### src/rtl/mat_uart_sender_pkg.sv
// Shared definitions for the matrix-over-UART sender: frame geometry,
// default header byte, bit-level state encoding and the checksum helper.
package mat_uart_sender_pkg;

    // Frame header byte used when the instantiating design does not override it.
    localparam logic [7:0] DEFAULT_HEADER = 8'hA5;

    // A frame is the header, nine matrix elements and one checksum byte.
    localparam int MAT_ELEMS   = 9;
    localparam int FRAME_BYTES = MAT_ELEMS + 2;
    localparam int MAT_WIDTH   = 8 * MAT_ELEMS;

    // Bit-level states of the 8N1 serializer.
    typedef enum logic [1:0] {
        IDLE  = 2'd0,
        START = 2'd1,
        DATA  = 2'd2,
        STOP  = 2'd3
    } tx_state_t;

    // Checksum is the plain XOR of the nine elements (no carry, 8 bits).
    function automatic logic [7:0] mat_checksum(input logic [MAT_WIDTH-1:0] mat);
        logic [7:0] acc;
        acc = 8'h00;
        for (int k = 0; k < MAT_ELEMS; k++) begin
            acc = acc ^ mat[8*k +: 8];
        end
        return acc;
    endfunction

endpackage

### src/rtl/mat_uart_sender_if.sv
// Handshake/data bundle between a matrix producer and the UART sender.
// Signal names keep the i_/o_ direction view of the sender.
interface mat_uart_sender_if;
    import mat_uart_sender_pkg::*;

    logic                 i_start;
    logic [MAT_WIDTH-1:0] i_mat;
    logic                 o_tx;
    logic                 o_busy;
    logic                 o_done;

    // Producer side: requests frames and watches progress.
    modport master (
        output i_start,
        output i_mat,
        input  o_tx,
        input  o_busy,
        input  o_done
    );

    // Sender side.
    modport slave (
        input  i_start,
        input  i_mat,
        output o_tx,
        output o_busy,
        output o_done
    );

endinterface

### src/rtl/mat_uart_sender_uart_byte_tx.sv
// 8N1 byte serializer with its own bit timer. A byte is taken on
// i_valid && o_ready; o_ready is raised while idle and on the final cycle of
// the stop bit so that a following byte starts with no gap on the line.
module uart_byte_tx
    import mat_uart_sender_pkg::*;
#(
    parameter int CLKS_PER_BIT = 1250
) (
    input  logic       i_clk,
    input  logic       i_rst,
    input  logic       i_valid,
    input  logic [7:0] i_data,
    output logic       o_ready,
    output logic       o_tx
);

    localparam int TW = (CLKS_PER_BIT > 1) ? $clog2(CLKS_PER_BIT) : 1;
    localparam logic [TW-1:0] TIMER_RELOAD = TW'(CLKS_PER_BIT - 1);
    localparam logic [TW-1:0] TIMER_ONE    = TW'(1);

    tx_state_t   state_reg;
    logic [2:0]  bit_idx_reg;
    logic [TW-1:0] timer_reg;
    logic [7:0]  shift_reg;
    logic        tx_reg;

    logic bit_end;
    logic load;

    // The timer counts down from CLKS_PER_BIT-1; zero marks the last cycle of a bit.
    assign bit_end = (timer_reg == '0);

    // Ready when idle, or when the stop bit is about to end (back-to-back chaining).
    assign o_ready = (state_reg == IDLE) || ((state_reg == STOP) && bit_end);
    assign load    = i_valid && o_ready;

    assign o_tx = tx_reg;

    // Bit sequencer: start bit, 8 data bits LSB first, stop bit; line idles high.
    always_ff @(posedge i_clk) begin
        if (i_rst) begin
            state_reg   <= IDLE;
            bit_idx_reg <= 3'd0;
            timer_reg   <= '0;
            shift_reg   <= 8'h00;
            tx_reg      <= 1'b1;
        end else if (load) begin
            // New byte: drive the start bit from the very next cycle.
            state_reg   <= START;
            bit_idx_reg <= 3'd0;
            timer_reg   <= TIMER_RELOAD;
            shift_reg   <= i_data;
            tx_reg      <= 1'b0;
        end else begin
            case (state_reg)
                IDLE: begin
                    tx_reg    <= 1'b1;
                    timer_reg <= '0;
                end
                START: begin
                    if (bit_end) begin
                        state_reg   <= DATA;
                        bit_idx_reg <= 3'd0;
                        timer_reg   <= TIMER_RELOAD;
                        tx_reg      <= shift_reg[0];
                        shift_reg   <= {1'b0, shift_reg[7:1]};
                    end else begin
                        timer_reg <= timer_reg - TIMER_ONE;
                    end
                end
                DATA: begin
                    if (bit_end) begin
                        timer_reg <= TIMER_RELOAD;
                        if (bit_idx_reg == 3'd7) begin
                            state_reg <= STOP;
                            tx_reg    <= 1'b1;
                        end else begin
                            bit_idx_reg <= bit_idx_reg + 3'd1;
                            tx_reg      <= shift_reg[0];
                            shift_reg   <= {1'b0, shift_reg[7:1]};
                        end
                    end else begin
                        timer_reg <= timer_reg - TIMER_ONE;
                    end
                end
                STOP: begin
                    tx_reg <= 1'b1;
                    if (bit_end) begin
                        // No follow-on byte offered: fall back to idle.
                        state_reg <= IDLE;
                    end else begin
                        timer_reg <= timer_reg - TIMER_ONE;
                    end
                end
                default: begin
                    state_reg <= IDLE;
                    tx_reg    <= 1'b1;
                    timer_reg <= '0;
                end
            endcase
        end
    end

endmodule

### src/rtl/mat_uart_sender.sv
// Sends a 3x3 byte matrix as one UART frame: header, nine elements in
// row-major order, then the XOR checksum. The byte serializer does the bit
// timing; this level latches the matrix and feeds bytes in order.
module mat_uart_sender
    import mat_uart_sender_pkg::*;
#(
    parameter int         CLKS_PER_BIT = 1250,
    parameter logic [7:0] HEADER       = DEFAULT_HEADER
) (
    input  logic               i_clk,
    input  logic               i_rst,
    mat_uart_sender_if.slave   bus
);

    localparam logic [3:0] LAST_BYTE = 4'(FRAME_BYTES - 1);

    logic                 busy_reg;
    logic                 done_reg;
    logic [3:0]           byte_idx_reg;   // byte currently on the line, 0..10
    logic [MAT_WIDTH-1:0] shadow_reg;

    logic       tx_ready;
    logic       tx_valid;
    logic [7:0] tx_data;
    logic       tx_line;

    logic       last_byte;
    logic [3:0] next_idx;
    logic [7:0] checksum;
    logic [7:0] elem [MAT_ELEMS];

    // Split the latched matrix into its nine bytes.
    generate
        for (genvar gi = 0; gi < MAT_ELEMS; gi++) begin : g_elem
            assign elem[gi] = shadow_reg[8*gi +: 8];
        end
    endgenerate

    assign checksum  = mat_checksum(shadow_reg);
    assign last_byte = (byte_idx_reg == LAST_BYTE);
    assign next_idx  = byte_idx_reg + 4'd1;

    // While idle, a start request offers the header straight to the serializer
    // so the start bit appears one cycle after i_start is sampled. During a
    // frame the following byte is offered until the checksum has been handed over.
    assign tx_valid = busy_reg ? !last_byte : bus.i_start;

    // Select the byte that follows the one currently on the line.
    always_comb begin
        tx_data = HEADER;
        if (busy_reg) begin
            if (next_idx == LAST_BYTE) begin
                tx_data = checksum;
            end else begin
                for (int k = 0; k < MAT_ELEMS; k++) begin
                    if (next_idx == 4'(k + 1)) begin
                        tx_data = elem[k];
                    end
                end
            end
        end
    end

    uart_byte_tx #(
        .CLKS_PER_BIT (CLKS_PER_BIT)
    ) u_byte_tx (
        .i_clk   (i_clk),
        .i_rst   (i_rst),
        .i_valid (tx_valid),
        .i_data  (tx_data),
        .o_ready (tx_ready),
        .o_tx    (tx_line)
    );

    // Frame sequencer: accept a request only when idle, advance the byte index
    // at each stop-bit boundary, and pulse done once the checksum's stop bit ends.
    always_ff @(posedge i_clk) begin
        if (i_rst) begin
            busy_reg     <= 1'b0;
            done_reg     <= 1'b0;
            byte_idx_reg <= 4'd0;
            shadow_reg   <= '0;
        end else begin
            done_reg <= 1'b0;
            if (!busy_reg) begin
                if (bus.i_start) begin
                    busy_reg     <= 1'b1;
                    byte_idx_reg <= 4'd0;
                    shadow_reg   <= bus.i_mat;
                end
            end else if (tx_ready) begin
                if (last_byte) begin
                    busy_reg     <= 1'b0;
                    done_reg     <= 1'b1;
                    byte_idx_reg <= 4'd0;
                end else begin
                    byte_idx_reg <= next_idx;
                end
            end
        end
    end

    assign bus.o_tx   = tx_line;
    assign bus.o_busy = busy_reg;
    assign bus.o_done = done_reg;

endmodule

### src/flat_wrapper.sv
// flat-port wrapper written by rule: the top's interface ports become plain ports
module mat_uart_sender_flat import mat_uart_sender_pkg::*;
#(
    parameter int         CLKS_PER_BIT = 1250,
    parameter logic [7:0] HEADER       = DEFAULT_HEADER
)
  (i_clk, i_rst, bus_i_start, bus_i_mat, bus_o_tx, bus_o_busy, bus_o_done);
  mat_uart_sender_if bus_i ();
  input  logic i_clk;
  input  logic i_rst;
  input wire logic [$bits(bus_i.i_start)-1:0] bus_i_start;
  input wire logic [$bits(bus_i.i_mat)-1:0] bus_i_mat;
  output wire logic [$bits(bus_i.o_tx)-1:0] bus_o_tx;
  output wire logic [$bits(bus_i.o_busy)-1:0] bus_o_busy;
  output wire logic [$bits(bus_i.o_done)-1:0] bus_o_done;
  assign bus_i.i_start = bus_i_start;
  assign bus_i.i_mat = bus_i_mat;
  assign bus_o_tx = bus_i.o_tx;
  assign bus_o_busy = bus_i.o_busy;
  assign bus_o_done = bus_i.o_done;
  mat_uart_sender #(.CLKS_PER_BIT(CLKS_PER_BIT), .HEADER(HEADER)) u_core (.i_clk(i_clk), .i_rst(i_rst), .bus(bus_i));
endmodule
### config.mk
export PLATFORM = sky130hd
export DESIGN_NAME = mat_uart_sender_flat
export DESIGN_NICKNAME = d
export VERILOG_FILES = /design/src/rtl/mat_uart_sender_pkg.sv /design/src/rtl/mat_uart_sender_if.sv /design/src/rtl/mat_uart_sender_uart_byte_tx.sv /design/src/rtl/mat_uart_sender.sv /design/src/flat_wrapper.sv
export SDC_FILE = /design/constraint.sdc
export NUM_CORES = 1
export LEC_CHECK = 0
export CAP_MARGIN = 25
export CORE_MARGIN = 2
export CORE_UTILIZATION = 56
export CTS_BUF_LIST = sky130_fd_sc_hd__clkbuf_4 sky130_fd_sc_hd__clkbuf_8 sky130_fd_sc_hd__clkbuf_16
export DETAILED_ROUTE_END_ITERATION = 6
export GPL_ROUTABILITY_DRIVEN = 0
export PLACE_DENSITY = 0.81
export SETUP_SLACK_MARGIN = 0.02
export SLEW_MARGIN = 20
export SYNTH_ARGS = -nofsm -noshare
export SYNTH_HDL_FRONTEND = slang
export SYNTH_SLANG_ARGS = --single-unit
export TNS_END_PERCENT = 20
### constraint.sdc
create_clock -name i_clk -period 2.7 [get_ports i_clk]
set_input_delay 0.54 -clock i_clk [delete_from_list [all_inputs] [get_ports i_clk]]
set_output_delay 0.54 -clock i_clk [all_outputs]
set_load 0.01 [all_outputs]
==> run summary <==
LOGIC SYNTHESIS
------------------------------------------------------------------------------
Nets in the synthesized netlist                                            854
Area fraction of the dominant cell type after synthesis                  35.5%
Proportion of synthesized area in mux cells                             0.884%
Post-synthesis register bit count                                          103
Portion of the post-synthesis area used by sequential elements           35.5%
Area share of xor/xnor cells in the synthesized design                   9.83%
Leading post-synthesis cells by cell area                         sky130_fd_sc_hd__dfxtp_1 (36%), sky130_fd_sc_hd__nand2_1 (12%), sky130_fd_sc_hd__a21oi_1 (11%), sky130_fd_sc_hd__xnor2_1 (7.1%), sky130_fd_sc_hd__clkbuf_1 (2.8%)
Combinational family with the most area after synthesis           simple AND/OR/NAND/NOR gates
Top_reg_cell synth                                                sky130_fd_sc_hd__dfxtp_1
Fraction of registers with async set/reset                                  0%
Compound-Gate Fraction of Synth Area                                     22.2%
Simple-gate share of the synthesized area                                24.0%
Post-synthesis adder-cell area fraction                                  2.59%
Yosys warnings                                                               0
Netlist Area Pre-Place                                              5800 sq um
Post-synth top area cell                                          sky130_fd_sc_hd__dfxtp_1
Gate Count Post-Synth                                                      767
Post-synthesis cell type count                                              64
Mean instance size in the synthesized netlist                       7.56 sq um
Number of synthesized flops with an enable pin                               0

POWER
------------------------------------------------------------------------------
Areal power density over the cells                                 525 nW/um^2
Peak supply drop                                                    0.000332 V
Leakage power                                                          2.55 nW

CTS
------------------------------------------------------------------------------
H-tree Lvls                                                                  3
CTS Buf Count                                                                9
Clock buffer depth                                                           2
Cell at the root of the clock tree                                sky130_fd_sc_hd__clkbuf_8
Number of buffers inserted by hold repair at cts                             0
CTS tree                                                                   yes
Number of clock sinks                                                      103
Clock transition at the registers of the reported paths                0.10 ns
Clock latency reported for the late side of the worst-skew pair        0.38 ns

FLOORPLANNING
------------------------------------------------------------------------------
Area enclosed by the die boundary                                  11200 sq um
Die X                                                                   106 um
Height of the die                                                       106 um
Count of pins on the block boundary                                         78
Initial Util                                                             57.0%
Core area                                                          10200 sq um
Std cell rows                                                               37

DRT
------------------------------------------------------------------------------
Wirelength per Cell                                                    16.2 um
DRT iter0 DRCs                                                             436
Vias/cell                                                                 5.85
Total detailed-routing wirelength                                     15700 um
Number of routed nets with antenna violations                                0
Drt first pass iters                                                         6
Total DRC errors in the routed layout                                        0
Total number of vias                                                      5658

GLOBAL ROUTE
------------------------------------------------------------------------------
First-pass GRT wire length                                            25900 um
Pin count of the biggest net entering global routing                        73
Via count of the first global-routing pass                                5401
Overall track demand over capacity in global routing                     29.0%
Initial antenna violation count                                              0
Sum of overflow across all layers after global routing                       0

CRITICAL PATH
------------------------------------------------------------------------------
Most numerous cell on the critical path                           sky130_fd_sc_hd__nand3_1
Critical Setup Path Class                                              reg2reg
Biggest cell delay along the critical path                             0.54 ns
Crit path required time                                                2.96 ns
Cell-by-cell listing of the critical path                         inv_1 > ha_1 > or4b_4 > o41ai_4 > nand3_1 > o311ai_0 > nand3_1
CP Capture Type                                                           flop
Arrival time worst endpoint                                            2.82 ns
Worst reg2reg setup slack                                              0.14 ns
Slowest stage cell on the critical path                           sky130_fd_sc_hd__or4b_4
CP max FO                                                                    6
Startpoint class of the critical path                                     flop

TIMING
------------------------------------------------------------------------------
Count of final setup violators                                               0
Period Utilization, post-route                                           94.8%
Normalized max-slew margin                                               62.8%
Final hold violation count                                                   0
Timing-limited maximum frequency                                     0.391 GHz
Actual transition at the worst max-transition pin                     0.559 ns
Fin Hold WS                                                           0.471 ns
Post-Route Skew                                                     0.00812 ns
Final Max Tran Viols                                                         0
Unrepaired setup endpoints after global routing                            yes
Total negative setup slack                                                0 ns
Min cycle time layout                                                  2.56 ns

LAYOUT
------------------------------------------------------------------------------
Total number of nets in the final design                                   913
Area overhead of the layout relative to synthesis                        19.0%
Fillers                                                                    871
Number of antenna repair diodes                                              0
Share of post-route cells with drive strength above 1                    6.86%
Max FFs per register                                                        72

PLACEMENT
------------------------------------------------------------------------------
Detailed placer's ending HPWL                                         11900 um
I/O Buffers                                                                 77

OUTCOME
------------------------------------------------------------------------------
Run status                                                        complete, no violations

HOLD PATH
------------------------------------------------------------------------------
Class of the most critical hold timing path                            reg2reg

FLOW RUN
------------------------------------------------------------------------------
Max_cap viols                                                                0

[final timing paths]
kind                                                 from                                      endpoint  depth (start not counted)
max            u_core.u_byte_tx.timer_reg[0]$_SDFFE_PP0P_    u_core.u_byte_tx.shift_reg[0]$_SDFFE_PP0P_                          7
max reg2reg    u_core.u_byte_tx.timer_reg[0]$_SDFFE_PP0P_    u_core.u_byte_tx.shift_reg[0]$_SDFFE_PP0P_                          7
min          u_core.u_byte_tx.bit_idx_reg[1]$_SDFFE_PP0P_  u_core.u_byte_tx.bit_idx_reg[1]$_SDFFE_PP0P_                          2
min reg2reg  u_core.u_byte_tx.bit_idx_reg[1]$_SDFFE_PP0P_  u_core.u_byte_tx.bit_idx_reg[1]$_SDFFE_PP0P_                          2
[logic make-up after synthesis]
| logic type | after synthesis |
|---|---|
| compound gates | 212 |
| xor+xnor | 62 |
| fa+ha+maj | 12 |
| buf+inv | 71 |
| flops | 103 |
| mux | 5 |
| simple gates | 302 |
[cell type report]
class | count | area, sq um | area share (%)
clock buffers | 10 | 131 | 1.90
clock inverters | 6 | 46.3 | 0.671
inverters | 21 | 78.8 | 1.14
multi-input cells | 593 | 3460 | 50.2
flip-flops and latches | 103 | 2060 | 29.9
well taps | 136 | 170 | 2.47
repair buffers | 98 | 948 | 13.7
[where the power goes]
part / internal [mW] / total [mW] / switching [mW]
clock network: 0.350 / 0.896 / 0.546
registers: 1.63 / 1.74 / 0.117
logic: 0.466 / 0.986 / 0.520
[Yosys cell counts (2+ instances only)]
| cell type | number |
|---|---|
| sky130_fd_sc_hd__nand2_1 | 182 |
| sky130_fd_sc_hd__a21oi_1 | 122 |
| sky130_fd_sc_hd__dfxtp_1 | 103 |
| sky130_fd_sc_hd__xnor2_1 | 47 |
| sky130_fd_sc_hd__clkbuf_1 | 43 |
| sky130_fd_sc_hd__nor2_1 | 33 |
| sky130_fd_sc_hd__o21ai_0 | 22 |
| sky130_fd_sc_hd__inv_1 | 20 |
| sky130_fd_sc_hd__xor2_1 | 13 |
| sky130_fd_sc_hd__ha_1 | 12 |
| sky130_fd_sc_hd__nand3_1 | 12 |
| sky130_fd_sc_hd__nand3b_1 | 10 |
| sky130_fd_sc_hd__nor2b_1 | 9 |
| sky130_fd_sc_hd__and3_1 | 8 |
| sky130_fd_sc_hd__nor3_1 | 8 |
| sky130_fd_sc_hd__o31ai_1 | 8 |
| sky130_fd_sc_hd__nand4_1 | 7 |
| sky130_fd_sc_hd__a31oi_1 | 6 |
| sky130_fd_sc_hd__o32ai_1 | 6 |
| sky130_fd_sc_hd__and2_1 | 5 |
| sky130_fd_sc_hd__buf_2 | 5 |
| sky130_fd_sc_hd__nor3b_1 | 5 |
| sky130_fd_sc_hd__o22ai_1 | 5 |
| sky130_fd_sc_hd__a211oi_1 | 4 |
| sky130_fd_sc_hd__a21o_1 | 4 |
| sky130_fd_sc_hd__a221o_1 | 4 |
| sky130_fd_sc_hd__a22oi_1 | 4 |
| sky130_fd_sc_hd__mux2i_1 | 4 |
| sky130_fd_sc_hd__a32oi_1 | 3 |
| sky130_fd_sc_hd__nand2b_1 | 3 |
| sky130_fd_sc_hd__o2111ai_1 | 3 |
| sky130_fd_sc_hd__o221ai_1 | 3 |
| sky130_fd_sc_hd__or2_2 | 3 |
| sky130_fd_sc_hd__or3_1 | 3 |
| sky130_fd_sc_hd__a21o_2 | 2 |
| sky130_fd_sc_hd__a311oi_1 | 2 |
| sky130_fd_sc_hd__and2_0 | 2 |
| sky130_fd_sc_hd__buf_6 | 2 |
| sky130_fd_sc_hd__nand4b_1 | 2 |
| sky130_fd_sc_hd__o311ai_0 | 2 |
| sky130_fd_sc_hd__or3b_2 | 2 |
| sky130_fd_sc_hd__xnor3_1 | 2 |
[per-layer routing]
layer  share of wire (%)  global-route usage, %  up-vias
li1                    -                      -     2773
met2                  49                   48.2      212
met3                 6.3                   5.07       49
met4                 3.8                   15.0        0
met1                  41                   35.8     2624
met5                   0                      0        -
[repair_timing]
action / in CTS / in global routing
endpoints found under the setup margin: 0 / 3
gates resized for setup: 0 / 2
hold endpoints to repair: 0 / 0
setup buffers: 0 / 0
[worst max-delay path, delay by kind of cell (launching register included)]
family | cells | cell delay (ns)
and+or+nand+nor | 3 | 0.91
buffers and inverters | 1 | 0.09
AOI/OAI and AO/OA | 2 | 0.87
DFF | 1 | 0.34
adders and majority gates | 1 | 0.24
[per-stage QoR]
stage	total power [mW]	cells	util (%)	setup slack [ns]	cell area, sq um
2_1_floorplan	2.41	767	-	0.359	5800
3_3_place_gp	2.71	951	66.0	0.268	6720
3_5_place_dp	2.74	951	66.0	0.175	6720
4_1_cts	3.62	967	67.7	0.164	6900
5_1_grt	3.81	967	67.8	0.000839	6900
6_report	3.63	967	67.8	0.140	6900
[placed cells by master (no fill, tap or decap), types with 7 or more instances in the layout]
cell type and instances:
sky130_fd_sc_hd__nand2_1 181, sky130_fd_sc_hd__a21oi_1 122, sky130_fd_sc_hd__dfxtp_1 103, sky130_fd_sc_hd__clkdlybuf4s50_1 76, sky130_fd_sc_hd__xnor2_1 47, sky130_fd_sc_hd__nor2_1 33, sky130_fd_sc_hd__o21ai_0 22, sky130_fd_sc_hd__inv_1 20
sky130_fd_sc_hd__buf_4 19, sky130_fd_sc_hd__xor2_1 13, sky130_fd_sc_hd__nand3_1 12, sky130_fd_sc_hd__ha_1 11, sky130_fd_sc_hd__nand3b_1 10, sky130_fd_sc_hd__clkbuf_8 9, sky130_fd_sc_hd__nor3_1 8, sky130_fd_sc_hd__o31ai_1 8
sky130_fd_sc_hd__and3_1 8, sky130_fd_sc_hd__nor2b_1 8, sky130_fd_sc_hd__nand4_1 7
(Power assumes the default switching activity.)
